$ cat src/rtl/ahbl_pkg.sv
// ahbl_pkg: shared AHB-Lite transfer/size encodings and the downsizer data-phase states.
package ahbl_pkg;
  localparam logic [1:0] IDLE = 2'b00, BUSY = 2'b01, NONSEQ = 2'b10, SEQ = 2'b11;
  localparam logic [2:0] BYTE = 3'd0, HALF = 3'd1, WORD = 3'd2, DWORD = 3'd3;
  typedef enum logic [2:0] {D_NONE, D_SGL, D_LO, D_HI, D_E1, D_E2} dstate_e;
endpackage

$ cat src/rtl/ahbl_dw64to32_bridge.sv
// ahbl_dw64to32_bridge: 64-to-32-bit AHB-Lite downsizer; DWORD transfers become two WORD beats.
// Define AHBL_DW_BRIDGE_ERR_EN to answer oversized/misaligned DWORD transfers with a local ERROR.
module ahbl_dw64to32_bridge
  import ahbl_pkg::*;
#(
  parameter int AW = 32
) (
  input  logic          HCLK,
  input  logic          HRESETn,
  input  logic [AW-1:0] S_HADDR,
  input  logic [1:0]    S_HTRANS,
  input  logic          S_HWRITE,
  input  logic [2:0]    S_HSIZE,
  input  logic [63:0]   S_HWDATA,
  output logic [63:0]   S_HRDATA,
  output logic          S_HREADYOUT,
  output logic          S_HRESP,
  output logic [AW-1:0] M_HADDR,
  output logic [1:0]    M_HTRANS,
  output logic          M_HWRITE,
  output logic [2:0]    M_HSIZE,
  output logic [31:0]   M_HWDATA,
  input  logic [31:0]   M_HRDATA,
  input  logic          M_HREADY,
  input  logic          M_HRESP
);
  dstate_e state, state_nx;
  logic [AW-1:0] addr_q, a_addr;
  logic [2:0] size_q;
  logic write_q, accept, dword, err, lo_ok, unused_ok;
  logic [31:0] lo_rdata;
  assign dword = S_HSIZE >= DWORD;
  assign a_addr = dword ? {S_HADDR[AW-1:3], 3'b000} : S_HADDR;
`ifdef AHBL_DW_BRIDGE_ERR_EN
  assign err = (S_HSIZE > DWORD) || (S_HSIZE == DWORD && S_HADDR[2:0] != 3'b000);
`else
  assign err = 1'b0;
`endif
  assign accept = S_HREADYOUT & S_HTRANS[1];
  assign lo_ok = state == D_LO && M_HREADY && !M_HRESP;
  assign unused_ok = ^size_q;
  always_comb begin
    M_HADDR = a_addr;
    M_HTRANS = err ? IDLE : S_HTRANS;
    M_HWRITE = S_HWRITE;
    M_HSIZE = dword ? WORD : S_HSIZE;
    M_HWDATA = (state == D_HI || (state == D_SGL && addr_q[2])) ? S_HWDATA[63:32] : S_HWDATA[31:0];
    S_HRDATA = 64'd0;
    S_HREADYOUT = 1'b1;
    S_HRESP = 1'b0;
    case (state)
      D_SGL: begin
        S_HRDATA = {M_HRDATA, M_HRDATA};
        S_HREADYOUT = M_HREADY;
        S_HRESP = M_HRESP;
      end
      D_LO: begin
        S_HREADYOUT = M_HRESP & M_HREADY;
        S_HRESP = M_HRESP;
        // beat 2 is issued by the bridge; an ERROR on beat 1 cancels it, then pass-through resumes
        if (!M_HRESP) begin
          M_HADDR = {addr_q[AW-1:3], 1'b1, addr_q[1:0]};
          M_HTRANS = SEQ;
          M_HSIZE = WORD;
          M_HWRITE = write_q;
        end else if (!M_HREADY) M_HTRANS = IDLE;
      end
      D_HI: begin
        S_HRDATA = {M_HRDATA, lo_rdata};
        S_HREADYOUT = M_HREADY;
        S_HRESP = M_HRESP;
      end
`ifdef AHBL_DW_BRIDGE_ERR_EN
      D_E1: begin
        S_HREADYOUT = 1'b0;
        S_HRESP = 1'b1;
        M_HTRANS = IDLE;
      end
      D_E2: begin
        S_HREADYOUT = M_HREADY;
        S_HRESP = 1'b1;
      end
`endif
      default: ;
    endcase
    state_nx = S_HREADYOUT ? (!S_HTRANS[1] ? D_NONE : err ? D_E1 : dword ? D_LO : D_SGL)
             : lo_ok ? D_HI : state == D_E1 ? D_E2 : state;
  end
  always_ff @(posedge HCLK or negedge HRESETn) begin
    if (!HRESETn) begin
      state <= D_NONE;
      addr_q <= '0;
      size_q <= '0;
      write_q <= 1'b0;
      lo_rdata <= '0;
    end else begin
      state <= state_nx;
      if (accept) begin
        addr_q <= a_addr;
        size_q <= S_HSIZE;
        write_q <= S_HWRITE;
      end
      if (lo_ok) lo_rdata <= M_HRDATA;
    end
  end
endmodule

$ cat config.mk
export PLATFORM = sky130hd
export DESIGN_NAME = ahbl_dw64to32_bridge
export DESIGN_NICKNAME = d
export VERILOG_FILES = /design/src/rtl/ahbl_pkg.sv /design/src/rtl/ahbl_dw64to32_bridge.sv
export SDC_FILE = /design/constraint.sdc
export NUM_CORES = 1
export LEC_CHECK = 0
export CAP_MARGIN = 30
export CELL_PAD_IN_SITES_DETAIL_PLACEMENT = 2
export CELL_PAD_IN_SITES_GLOBAL_PLACEMENT = 2
export CORE_ASPECT_RATIO = 0.5
export CORE_MARGIN = 2
export CORE_UTILIZATION = 20
export DETAILED_ROUTE_END_ITERATION = 8
export PLACE_DENSITY = 0.79
export SETUP_SLACK_MARGIN = 0.05
export SYNTH_ARGS = -nofsm -noshare
export SYNTH_HDL_FRONTEND = slang
export SYNTH_SLANG_ARGS = --single-unit
export TNS_END_PERCENT = 5
$ cat constraint.sdc
create_clock -name HCLK -period 1.9 [get_ports HCLK]
set_input_delay 0.285 -clock HCLK [delete_from_list [all_inputs] [get_ports HCLK]]
set_output_delay 0.285 -clock HCLK [all_outputs]
set_load 0.05 [all_outputs]
==> impl_metrics.py <==
metrics = {
    "cts": {
        "clk_path_buf_depth": 2,
        "cts_tree": "built",
        "numCtsBuffers": 9,
        "cts_sinks": 68,
        "clk_pin_slew_ns": 0.06,
        "h-tree-depth": 3,
        "clk_latency_ns": 0.33,
        "cts_root_buf": "clkbuf_16",
    },
    "yosys": {
        "synth_cell_type_count": 27,
        "yosysSeqAreaShare": 0.4279,
        "synthCells": 322,
        "ys_warn_count": 0,
        "synth_compound_area_frac": 0.09062,
        "synthAdderAreaFrac": 0,
        "synth_xor_area_frac": 0,
        "synth-simple-area-share": 0.07867,
        "synth_mux_area_frac": 0.3615,
        "synth.avg_cell_area_um2": 12.35,
        "synth_top_family_by_area": "multiplexers",
        "synth-seq-cells": 68,
        "synth_area_um2": 3976,
    },
    "timing": {
        "fin_skew_ns": 0.006903,
        "fin_setup_tns_ns": -31.76,
        "min_period_ns": 2.259,
        "setup_slack_ns": -0.3587,
        "rsz0062_at_grt": "true",
        "max_freq_mhz": 442.7,
        "final_hold_viol_count": 0,
        "setup_violations": 129,
        "finalCritPeriodShare": 1.189,
        "drv_slew": 0,
    },
    "die": {
        "ios": 274,
        "die_w_um": 203.4,
        "core-area_um2": 19460,
        "rows": 36,
        "floorplan.initialDensity": 0.2043,
        "die_h_um": 103.7,
        "dieArea_um2": 21090,
    },
    "grt": {
        "antenna_found_initial": 0,
        "grt_start_max_net_pins": 38,
        "grt_first_pass_wirelength_mm": 28.28,
        "grt_pass1_vias": 4535,
        "gr-total-overflow": 0,
        "grt_util_all_layers": 0.1789,
    },
    "drt": {
        "vias_per_cell": 4.327,
        "routed_wirelength_mm": 19.03,
        "drt_iter0_drc": 93,
        "ant_nets": 0,
        "avgRoutedWirePerCell_um": 21.67,
        "vias": 3799,
        "drc": 0,
        "first_pass_iters": 4,
    },
    "place": {
        "placedInstanceArea_um2": 7765,
        "portBuffers": 272,
        "gp_congestion": 0.7710,
        "hpwl_mm": 14.58,
    },
    "final_layout": {
        "fin_nets": 745,
        "drive_gt1_frac": 0.5458,
        "layout_commonest_cell": "clkdlybuf4s50_1",
        "mostFrequentLayoutCells": "clkdlybuf4s50_1 (136), mux2_2 (93), buf_12 (83), dfrtp_1 (67), buf_6 (58)",
        "antenna_cells": 0,
        "design_area_um2": 8723,
        "syn_to_final_growth_pct": 119.4,
    },
    "critical_path": {
        "worstPathRequired_ns": 1.62,
        "cp-end-kind": "output port",
        "worstPathArrival_ns": 1.97,
        "critPathKind": "flip-flop to output port",
        "worstSetupStartpointType": "flip-flop",
        "critPathMaxFanout": 8,
    },
    "outcome": {
        "status": "complete, but fails checks",
        "violations": "negative setup slack",
    },
    "power": {
        "powerDensity_nw_per_um2": 701.0,
        "p_leak_nw": 3.730,
        "ir_worst_vdd_uv": 406.4,
    },
    "job": {
        "cap_violations": 0,
    },
    "hold_path": {
        "min_path_type": "input port to async pin",
    },
}
==> final timing paths <==
kind / startpoint / to / slack (ns) / cells past startpoint
min in group HCLK: addr_q[19] / addr_q[19] / 0.50 / 1
max: state[2] / S_HRDATA[8] / -0.36 / 7
min reg2reg: addr_q[19] / addr_q[19] / 0.50 / 1
min: HRESETn / addr_q[10] / 0.40 / 2
max in group asynchronous: HRESETn / state[1] / 0.94 / 3
max reg2reg: state[2] / lo_rdata[4] / 0.08 / 5
==> power by group <==
group / leakage (nW) / switching (mW) / internal, mW
logic: 2.75 / 1.12 / 1.18
registers: 0.818 / 0.201 / 1.78
clock network: 0.162 / 0.653 / 1.18
total: 3.73 / 1.97 / 4.14
==> Yosys cell counts, drive strengths merged <==
cell type  count  area share
conb           1     0.00094
buf           20       0.031
a21oi          1      0.0013
clkbuf         5      0.0047
o21ai          4      0.0060
nand2b         1      0.0016
and2          33       0.052
o21a           2      0.0038
inv            5      0.0047
mux2i          3      0.0076
nand2          7      0.0066
mux2         125        0.35
a21o           2      0.0038
and2b          1      0.0019
o21bai         1      0.0019
or3            1      0.0016
dfrtp         68        0.43
a22o          32       0.070
or2            1      0.0016
nor2b          3      0.0047
o211ai         1      0.0019
nor4b          1      0.0060
a31oi          1      0.0016
nor2           3      0.0028
==> critical path: stages, from the launching register on <==
cell and delay, ns:
dfrtp_1 0.41, and2b_2 0.28, buf_6 0.14, nor2b_4 0.13
buf_6 0.14, clkbuf_16 0.17, a22o_4 0.23, buf_12 0.14
==> area by class of cell <==
type                       count  area, um2
clock buffer                  10      239.0
clock inverter                 6      87.58
fill                        1891      10740
inverter                       5      18.77
multi-input combinational    225       2441
sequential                    68       1703
tap                          266      332.8
timing repair buffer         298       3901
==> logic make-up after synthesis <==
| group | Yosys count |
|---|---|
| buffers and inverters | 30 |
| multiplexers | 128 |
| other | 1 |
| AND/OR/NAND/NOR | 51 |
| AO/OA/AOI/OAI | 44 |
| flip-flops | 68 |
==> through the flow <==
| step | power (mW) | cells | util | setup WS, ns | hold WS, ns |
|---|---|---|---|---|---|
| 3_3_place_gp | 4.014 | 855 | 0.3990 | -0.2314 | 0.2194 |
| 6_report | 6.115 | 878 | 0.4483 | -0.3587 | 0.4002 |
| 3_5_place_dp | 4.114 | 855 | 0.3990 | -0.2903 | 0.2215 |
| 5_1_grt | 6.400 | 878 | 0.4483 | -0.4184 | 0.4199 |
| 4_1_cts | 6.121 | 876 | 0.4349 | -0.3670 | 0.4126 |
| 2_1_floorplan | 3.083 | 323 | - | -0.03408 | -0.01059 |
==> state kept, by name, indices dropped and copies added, names as in the netlist <==
register	count
state	3
addr_q	32
write_q	1
lo_rdata	32
==> layer usage <==
layer,vias to the layer above,GRT usage,share of wire
met5,-,0,0
met4,0,0.03650,0.014
met3,18,0.03524,0.027
met2,77,0.3706,0.60
met1,1971,0.1826,0.36
li1,1733,-,-
==> timing repair <==
action	in CTS	in global routing
gates resized for setup	78	47
hold buffers	1	0
cloned	2	1
pin swaps	1	2
setup endpoints to repair	131	149
setup buffers	2	2
endpoints found under the hold margin	21	0
Power figures use the tool's default switching activity.
